==> src/rtl/data_mem_bank_if.sv <==
// rtl/data_mem_bank_if.sv - request/response bus between the CPU data port and data_mem_bank
//
// Signals:
//   CS        master -> bank  request valid, held until DataReady is seen
//   RW        master -> bank  1 = write, 0 = read
//   BE[3:0]   master -> bank  byte-lane enables, BE[i] selects bits 8i+7:8i
//   Addr      master -> bank  word address (byte-address bits 31:2)
//   DataIn    master -> bank  write data
//   DataOut   bank -> master  registered read data
//   DataReady bank -> master  one-cycle completion pulse
//   DataErr   bank -> master  valid with DataReady, 1 = address out of range
//   Busy      bank -> master  1 while the post-reset clear sweep runs
interface data_mem_bank_if;
    logic        CS;
    logic        RW;
    logic [3:0]  BE;
    logic [31:2] Addr;
    logic [31:0] DataIn;
    logic [31:0] DataOut;
    logic        DataReady;
    logic        DataErr;
    logic        Busy;

    modport master (
        output CS, RW, BE, Addr, DataIn,
        input  DataOut, DataReady, DataErr, Busy
    );

    modport slave (
        input  CS, RW, BE, Addr, DataIn,
        output DataOut, DataReady, DataErr, Busy
    );
endinterface

==> src/rtl/data_mem_bank.sv <==
// rtl/data_mem_bank.sv - word-organised data memory with wait states, byte lanes and range check
//
// Parameters:
//   ADDR_W   word-address bits, depth = 2**ADDR_W words of 32 bits (1..29)
//   LATENCY  wait cycles inserted before each access (0..15)
// Ports:
//   Clk      clock, all state on the rising edge
//   Reset    asynchronous active-low reset
//   bus      data_mem_bank_if slave modport (CS/RW request, DataReady completion)
module data_mem_bank #(
    parameter int ADDR_W  = 5,
    parameter int LATENCY = 2
) (
    input  logic            Clk,
    input  logic            Reset,
    data_mem_bank_if.slave  bus
);

    localparam int                DEPTH    = 1 << ADDR_W;
    localparam logic [ADDR_W-1:0] LAST_IDX = ADDR_W'(DEPTH - 1);
    localparam logic [3:0]        LAT      = 4'(LATENCY);

    typedef enum logic [1:0] {INIT, IDLE, WAIT, ACCESS} state_t;

    state_t            state;
    state_t            state_next;
    logic [3:0]        wait_cnt;
    logic [ADDR_W-1:0] clr_idx;

    logic [31:2]       req_addr;
    logic [3:0]        req_be;
    logic              req_rw;
    logic [31:0]       req_data;

    logic [31:0]       data_out;
    logic              data_ready;
    logic              data_err;

    logic [31:0]       mem [0:DEPTH-1];

    logic              accept;
    logic              req_oor;
    logic [ADDR_W-1:0] req_idx;
    logic [31:0]       lane_mask;
    logic [31:0]       rd_word;

    // The mandatory ACCESS cycle between WAIT and IDLE means a held CS is
    // only re-sampled at the edge that ends the DataReady cycle.
    assign accept    = (state == IDLE) && bus.CS;
    assign req_oor   = |req_addr[31:ADDR_W+2];
    assign req_idx   = req_addr[ADDR_W+1:2];
    assign lane_mask = {{8{req_be[3]}}, {8{req_be[2]}}, {8{req_be[1]}}, {8{req_be[0]}}};
    assign rd_word   = req_oor ? 32'h0 : (mem[req_idx] & lane_mask);

    assign bus.DataOut   = data_out;
    assign bus.DataReady = data_ready;
    assign bus.DataErr   = data_err;
    assign bus.Busy      = (state == INIT);

    always_ff @(posedge Clk or negedge Reset) begin
        if (!Reset) begin
            state <= INIT;
        end else begin
            state <= state_next;
        end
    end

    always_comb begin
        state_next = state;
        case (state)
            INIT:    if (clr_idx == LAST_IDX) state_next = IDLE;
            IDLE:    if (bus.CS) state_next = WAIT;
            WAIT:    if (wait_cnt == 4'd0) state_next = ACCESS;
            ACCESS:  state_next = IDLE;
            default: state_next = INIT;
        endcase
    end

    always_ff @(posedge Clk or negedge Reset) begin
        if (!Reset) begin
            wait_cnt   <= 4'd0;
            clr_idx    <= '0;
            req_addr   <= '0;
            req_be     <= 4'h0;
            req_rw     <= 1'b0;
            req_data   <= 32'h0;
            data_out   <= 32'h0;
            data_ready <= 1'b0;
            data_err   <= 1'b0;
        end else begin
            if (state == INIT) begin
                clr_idx <= clr_idx + 1'b1;
            end

            if (accept) begin
                wait_cnt <= LAT;
                req_addr <= bus.Addr;
                req_be   <= bus.BE;
                req_rw   <= bus.RW;
                req_data <= bus.DataIn;
            end else if (state == WAIT && wait_cnt != 4'd0) begin
                wait_cnt <= wait_cnt - 4'd1;
            end

            data_ready <= (state == ACCESS);
            data_err   <= (state == ACCESS) && req_oor;

            if (state == ACCESS && !req_rw) begin
                data_out <= rd_word;
            end
        end
    end

    // Storage has no reset of its own: the INIT sweep clears it, and any
    // asserted Reset forces the state out of ACCESS so no request write lands.
    always_ff @(posedge Clk) begin
        if (state == INIT) begin
            mem[clr_idx] <= 32'h0;
        end else if (state == ACCESS && req_rw && !req_oor) begin
            for (int i = 0; i < 4; i++) begin
                if (req_be[i]) begin
                    mem[req_idx][8*i +: 8] <= req_data[8*i +: 8];
                end
            end
        end
    end

endmodule
==> src/flat_wrapper.sv <==
// flat-port wrapper written by rule: the top's interface ports become plain ports
module data_mem_bank_flat 
#(
    parameter int ADDR_W  = 5,
    parameter int LATENCY = 2
)
  (Clk, Reset, bus_CS, bus_RW, bus_BE, bus_Addr, bus_DataIn, bus_DataOut, bus_DataReady, bus_DataErr, bus_Busy);
  data_mem_bank_if bus_i ();
  input  logic Clk;
  input  logic Reset;
  input wire logic [$bits(bus_i.CS)-1:0] bus_CS;
  input wire logic [$bits(bus_i.RW)-1:0] bus_RW;
  input wire logic [$bits(bus_i.BE)-1:0] bus_BE;
  input wire logic [$bits(bus_i.Addr)-1:0] bus_Addr;
  input wire logic [$bits(bus_i.DataIn)-1:0] bus_DataIn;
  output wire logic [$bits(bus_i.DataOut)-1:0] bus_DataOut;
  output wire logic [$bits(bus_i.DataReady)-1:0] bus_DataReady;
  output wire logic [$bits(bus_i.DataErr)-1:0] bus_DataErr;
  output wire logic [$bits(bus_i.Busy)-1:0] bus_Busy;
  assign bus_i.CS = bus_CS;
  assign bus_i.RW = bus_RW;
  assign bus_i.BE = bus_BE;
  assign bus_i.Addr = bus_Addr;
  assign bus_i.DataIn = bus_DataIn;
  assign bus_DataOut = bus_i.DataOut;
  assign bus_DataReady = bus_i.DataReady;
  assign bus_DataErr = bus_i.DataErr;
  assign bus_Busy = bus_i.Busy;
  data_mem_bank #(.ADDR_W(ADDR_W), .LATENCY(LATENCY)) u_core (.Clk(Clk), .Reset(Reset), .bus(bus_i));
endmodule
==> config.mk <==
export PLATFORM = sky130hd
export DESIGN_NAME = data_mem_bank_flat
export DESIGN_NICKNAME = d
export VERILOG_FILES = /design/src/rtl/data_mem_bank_if.sv /design/src/rtl/data_mem_bank.sv /design/src/flat_wrapper.sv
export SDC_FILE = /design/constraint.sdc
export NUM_CORES = 1
export LEC_CHECK = 0
export ABC_CLOCK_PERIOD_IN_PS = 5580
export BUFFER_PORTS_ARGS = -buffer_cell sky130_fd_sc_hd__buf_4
export CORE_ASPECT_RATIO = 1.25
export CORE_MARGIN = 4
export CORE_UTILIZATION = 67
export DETAILED_ROUTE_END_ITERATION = 12
export GPL_TIMING_DRIVEN = 0
export PLACE_DENSITY = 0.85
export SLEW_MARGIN = 10
export SYNTH_ARGS = -nofsm -noshare
export SYNTH_HDL_FRONTEND = slang
export SYNTH_SLANG_ARGS = --single-unit
==> constraint.sdc <==
create_clock -name Clk -period 5.58 [get_ports Clk]
set_input_delay 0.558 -clock Clk [delete_from_list [all_inputs] [get_ports Clk]]
set_output_delay 0.558 -clock Clk [all_outputs]
set_load 0.01 [all_outputs]
After elaboration in Yosys (flattened, before gate mapping) --
Memory sizes are Yosys's and may differ from the RTL's. Index checks and enable logic that the tools add are counted.
Storage, ports and cells: flip-flop bits (word level) 112, memory bits (writable) 1024, input bits 70, output and inout bits 35, memories kept 1
Memory list:
- u_core.mem | depth 32, bits a word 32, read ports 1, clocked after memory_dff 0, wr ports 1, line data_mem_bank.sv:39 | logic [31:0] mem [0:DEPTH-1];
Operators by class: add/sub/neg operators 2, equal/unequal tests 7, multiplexer cells 28, bitwise operators 1, reduce and logical (&&, ||, !) cells 15
Operators by type and width (number):
- $mux W32 | 2
- $and A32 B32 Y32 | 1
- $reduce_or A32 Y1 | 1
- $reduce_or A25 Y1 | 1
- $mux W1 | 18
- $mux W4 | 3
- $pmux W2 S4 | 1
- $logic_and A1 B1 Y1 | 6
- $mux W2 | 3
- $add A5 B1 Y5 const B | 1
- $eq A5 B5 Y1 const B | 1
- $mux W5 | 1
- $eq A2 B2 Y1 const B | 2
- $logic_not A4 Y1 | 1
- $ne A2 B1 Y1 const B | 2
- $reduce_bool A4 Y1 | 1
- $sub A4 B1 Y4 const B | 1
- $reduce_and A3 Y1 | 1
- $eq A2 B1 Y1 const B | 1
- $logic_not A1 Y1 | 2
- $logic_not A2 Y1 | 1
- $ne A2 B2 Y1 const B | 1
- $reduce_bool A2 Y1 | 1

Longest topological paths before layout --
word-level depth 8, mapped depth 10

Worst setup path before layout --
No wires, ideal clock.
path kind register -> register, start register u_core.state[0], end memory u_core.mem[10][0], enable pin, library setup time 370 ps, arrival time 2379 ps, data required time 5210 ps, setup slack 2830 ps, stages on the path, launching flop included 8, path buffers 1, period minus slack after synthesis 2750 ps, cells stage by stage dfrtp_1 inv_1 ha_1 clkbuf_1 or3b_2 a2111oi_4 o22ai_1 nor2_1
Between the ends: elaborated cells between the ends (all ways) 21
RTL lines:
- start: declaration | line data_mem_bank.sv:25 | state_t state;
- start signal: assignment | line data_mem_bank.sv:64 | state <= state_next;
- $logic_not A2 Y1 (*)
- via bus_Busy | line flat_wrapper.sv:19 | output wire logic [$bits(bus_i.Busy)-1:0] bus_Busy;
- $mux W1 | line data_mem_bank.sv:117 | if (state == INIT) begin
- $mux W1 (implied by the code) | line data_mem_bank.sv:122 | mem[req_idx][8*i +: 8] <= req_data[8*i +: 8];
- $reduce_or A32 Y1 (no line)
- $mux W5 (no line) or $mux W4 (tied branches)
- end: declaration | line data_mem_bank.sv:39
The timed path passes the listed nets; every way through them passes the cells marked *.

Final worst setup path --
start register u_core.req_addr[3] in the netlist's numbering, end memory u_core.mem[27][0], enable pin
Between the ends: cells in the longest elaborated chain, start to end 1
RTL lines:
- start: declaration | line data_mem_bank.sv:30 | logic [31:2] req_addr;
- start signal: assignment | line data_mem_bank.sv:97 | req_addr <= bus.Addr;
- $mux W5 (no line)
No other way between the ends.

==> impl_summary.md <==
Worst setup path
The peak fanout along the critical path is 10. The worst setup path is captured at a register. The kind of start point of the critical path is a register. The count of buffering cells on the critical path with inverters included is 3. The critical path goes through buf_4 > clkbuf_1 > clkbuf_1 > nand3_1 > nor2_1 > mux2i_1 > nor2_1. By startpoint and endpoint, the worst setup path is classified as register to register. The total stage count of the critical path is 7. Data on the critical path is required at its endpoint by 5.87 ns. Among cell families on the critical path, the largest total delay comes from simple AND/OR/NAND/NOR gates. For this design, the slowest cell found on the critical path is sky130_fd_sc_hd__nor2_1. The critical path arrival is 4.39 ns. The cell count of the worst reg-to-reg path is 7. The biggest cell delay along the critical path is 1.08 ns.

Clock network
The number of cells upsized or downsized after cts is 0. The clock tree from TritonCTS is yes. The clock tree root driver cell is sky130_fd_sc_hd__clkbuf_16. Clock latency on the worst-skew pair, taken at its later pin, is 0.69 ns. The total CTS buffers is 99. After clock tree synthesis, the flow added hold-fix buffers numbering 1. The number of H-tree levels is 3. After clock tree synthesis, the setup repair step added 0 buffers. The clock passes through at most 3 buffers.

Clock-pin slew was measured on the worst setup and hold paths at 0.06 ns. The tree built by TritonCTS fans out to 1136 sinks.

Route
Using the TritonRoute via totals, the vias-per-cell ratio works out to 7.383. Dividing the detail-routed wire length by the instance count gives 35.85 µm. Detailed routing inserted a total of 24860 vias. The first detailed-routing pass ran for 6 iterations. The post-detailed-route DRC marker count is 0. After detailed routing, the total wire length is 120700 µm. The antenna violation net count after detailed routing is 0. The first-iteration detailed-routing DRC count is 4420.

Power and ir drop
Cell internal power was estimated by the tool at 0.01506 W. The net switching power is 0.006683 W. Of the total power, registers draw 0.448.

The cell leakage power is 18.84 nW. The portion of total power attributed to combinational logic is 0.227. The share of total power dissipated in the clock network is 0.325. The worst supply voltage drop on vdd is 0.2853 mV. Dividing total power by cell area gives a power density of 436.5 nW/µm². The switching power share of the total is 0.3074.

GRT
The overall overflow remaining after global route is 0. The number of antenna violations at the first check in global routing is 1. The number of global-route vias before repair is 25150.

The first global-routing pass estimated 175000 µm of wire. For this run, the total global-route usage over all layers was measured as 0.3467. Entering global routing, the biggest net connects 76 pins.

Timing
In this run the tightest slew margin relative to its limit is 0.006916. For the final routed database, the setup TNS stands at 0 ns. Setup repair after global routing left no endpoint under its margin. Derived from the worst setup path, the maximum achievable clock frequency is 243.8 MHz. The clock period could shrink to 4.102 ns. The final hold violation count is 0. The slew at the pin with the worst max-slew slack is 1.477 ns. Clock skew on the completed layout was measured at 0.02843 ns. Of the available clock period, the critical path in the final layout requires 0.7352. The total count of max-transition violations in the final report is 0. The number of setup violations in the final report is 0.

Synthesis
The synthesized cell area is 44570 µm². The number of distinct library cell variants in the gate-level netlist after synthesis is 55. During synthesis, Yosys emitted a total of 0 warnings. The number of enable-type register cells in the synthesized netlist is 1024.

The post-synthesis async set-or-reset flop share is 0.09859. The per-instance average area after synthesis is 20.11 µm². The net count after synthesis is 2293.

For this run, the register share of the synthesized area comes to 0.7529. Among all flip-flop cells after synthesis, the most frequent one is sky130_fd_sc_hd__edfxtp_1. The number of instances in the synthesized netlist is 2216. Synthesis inferred 1136 register bits.

Placement
Routability-driven placement finished with a final weighted congestion of 0.9253. After legalization and detailed placement, the total HPWL measured 74980 µm. The standard cell area after detailed placement is 46450 µm². Input and output buffers added on the ports amount to 104.

Die
The full die area is 70730 µm². For this configuration, the core starts out at a cell density of 0.6771. The placeable core region is 65820 µm². The die width is 238.7 µm. The initialized floorplan defines 105 standard-cell rows. Measured along the y axis, the die boundary spans 296.4 µm. The I/O pin total is 105.

Hold path
The count of cells along the worst hold path is 2. The worst min-delay path class is input pin to register.

Layout
Once layout is done, the placed cells without fillers occupy 49820 µm². From synthesis to final layout, the design area changed by 11.78%. The fraction of final layout cells with drive strength greater than 1 is 0.2717. The total number of nets in the final design is 2502.

Outcome
The run finished, with violations left. The checks that failed: max-capacitance violations.

Run
Max-cap violations in this run came to 1.
cell families (layout without fill, tap and decap cells):
kind of cell,Yosys count,count (layout),share of synthesized area
flops,1136,1136,0.7529
simple gates,378,378,0.04037
mux,345,345,0.1520
compound gates,209,209,0.03770
buf+inv,135,429,0.01390
fa+ha+maj,7,7,0.001965
xor+xnor,6,6,0.001179
other cells,0,1,0
layout by cell type (no fill, tap or decap), drive strengths merged, types with 5 or more instances in the layout:
| cell | netlist | layout |
|---|---|---|
| dfrtp | 112 | 112 |
| mux4 | 256 | 256 |
| mux2i | 18 | 18 |
| ha | 7 | 7 |
| nor2b | 10 | 10 |
| inv | 7 | 10 |
| a22o | 16 | 16 |
| and2 | 34 | 34 |
| clkbuf | 69 | 201 |
| buf | 59 | 166 |
| o21ai | 5 | 5 |
| o211ai | 9 | 9 |
| clkinv | 0 | 35 |
| clkinvlp | 0 | 6 |
| bufinv | 0 | 10 |
| mux2 | 71 | 71 |
| a22oi | 136 | 136 |
| nor2 | 159 | 159 |
| nand3 | 7 | 7 |
| nand2 | 118 | 118 |
| edfxtp | 1024 | 1024 |
| nor4 | 13 | 13 |
| a21o | 8 | 8 |
| nor3 | 9 | 9 |
| nand2b | 8 | 8 |
| a21oi | 8 | 8 |
| o22ai | 16 | 16 |
path summary, 6_finish.rpt:
check	slack [ns]	endpoint	startpoint
setup reg to reg	1.48	u_core.mem[27][0]	u_core.req_addr[3]
max in group asynchronous	4.43	u_core.req_data[7]	Reset
hold reg to reg	0.48	u_core.bus.DataOut[3]	u_core.bus.DataOut[3]
min in group asynchronous	0.36	u_core.bus.DataOut[16]	Reset
setup / recovery	1.48	u_core.mem[27][0]	u_core.req_addr[3]
hold / removal	0.1	u_core.wait_cnt[0]	bus_CS
final cells by class:
| class | count | area, µm² |
|---|---|---|
| timing repair buffer | 108 | 852.1 |
| clock inverter | 54 | 560.5 |
| clock buffer | 132 | 2754 |
| multi-input combinational | 945 | 10410 |
| fill | 3270 | 16000 |
| sequential | 1136 | 33550 |
| antenna | 1 | 2.502 |
| buffer | 128 | 593.1 |
| inverter | 7 | 26.28 |
| tap | 856 | 1071 |
routing by layer:
layer / share of wire / GRT usage / routed length, µm / up-vias
li1: - / - / - / 9443
met1: 0.32 / 0.4470 / 38720 / 12670
met2: 0.49 / 0.5517 / 59120 / 2239
met3: 0.12 / 0.09199 / 14720 / 503
met4: 0.067 / 0.1885 / 8136 / 2
met5: 0.00012 / 0 / 14 / -
cells in the mapped netlist (all sizes together) (10+ instances only):
cell | count | area, µm²
nor2 | 159 | 596.8
mux2i | 18 | 210.2
and2 | 34 | 212.7
dfrtp | 112 | 2803
nor2b | 10 | 62.56
buf | 59 | 334.1
mux2 | 71 | 799.5
edfxtp | 1024 | 30750
o22ai | 16 | 150.1
a22oi | 136 | 1021
nor4 | 13 | 191.4
nand2 | 118 | 442.9
a22o | 16 | 140.1
mux4 | 256 | 5766
clkbuf | 69 | 259.0
sequential cells by signal, summed over array words and instances (netlist names):
register	cells
u_core.bus.DataErr	1
u_core.bus.DataOut	32
u_core.bus.DataReady	1
u_core.clr_idx	5
u_core.mem	1024
u_core.req_addr	30
u_core.req_be	4
u_core.req_data	32
u_core.req_rw	1
u_core.state	2
u_core.wait_cnt	4
stage by stage:
step / std cells / total power [W] / util / setup slack (ns) / hold slack [ns]
after floorplan: 2216 / 0.01285 / - / 2.830 / 0.2624
after global placement: 3176 / 0.01444 / 0.7052 / 1.751 / 0.4586
after detailed placement: 3177 / 0.01460 / 0.7057 / 1.670 / 0.4643
after CTS: 3364 / 0.02155 / 0.7562 / 1.640 / 0.08306
after global routing: 3366 / 0.02224 / 0.7568 / 1.435 / 0.08804
final: 3367 / 0.02174 / 0.7569 / 1.478 / 0.09970
power by group through the flow:
stage | logic [W] | registers (W) | clock network [W]
final | 0.00494 | 0.00974 | 0.00707
after global routing | 0.00506 | 0.00976 | 0.00742
after CTS | 0.00480 | 0.00973 | 0.00702
after detailed placement | 0.00471 | 0.00989 | 0
after global placement | 0.00457 | 0.00987 | 0
after floorplan | 0.00303 | 0.00982 | 0
Power figures use the tool's default switching activity.
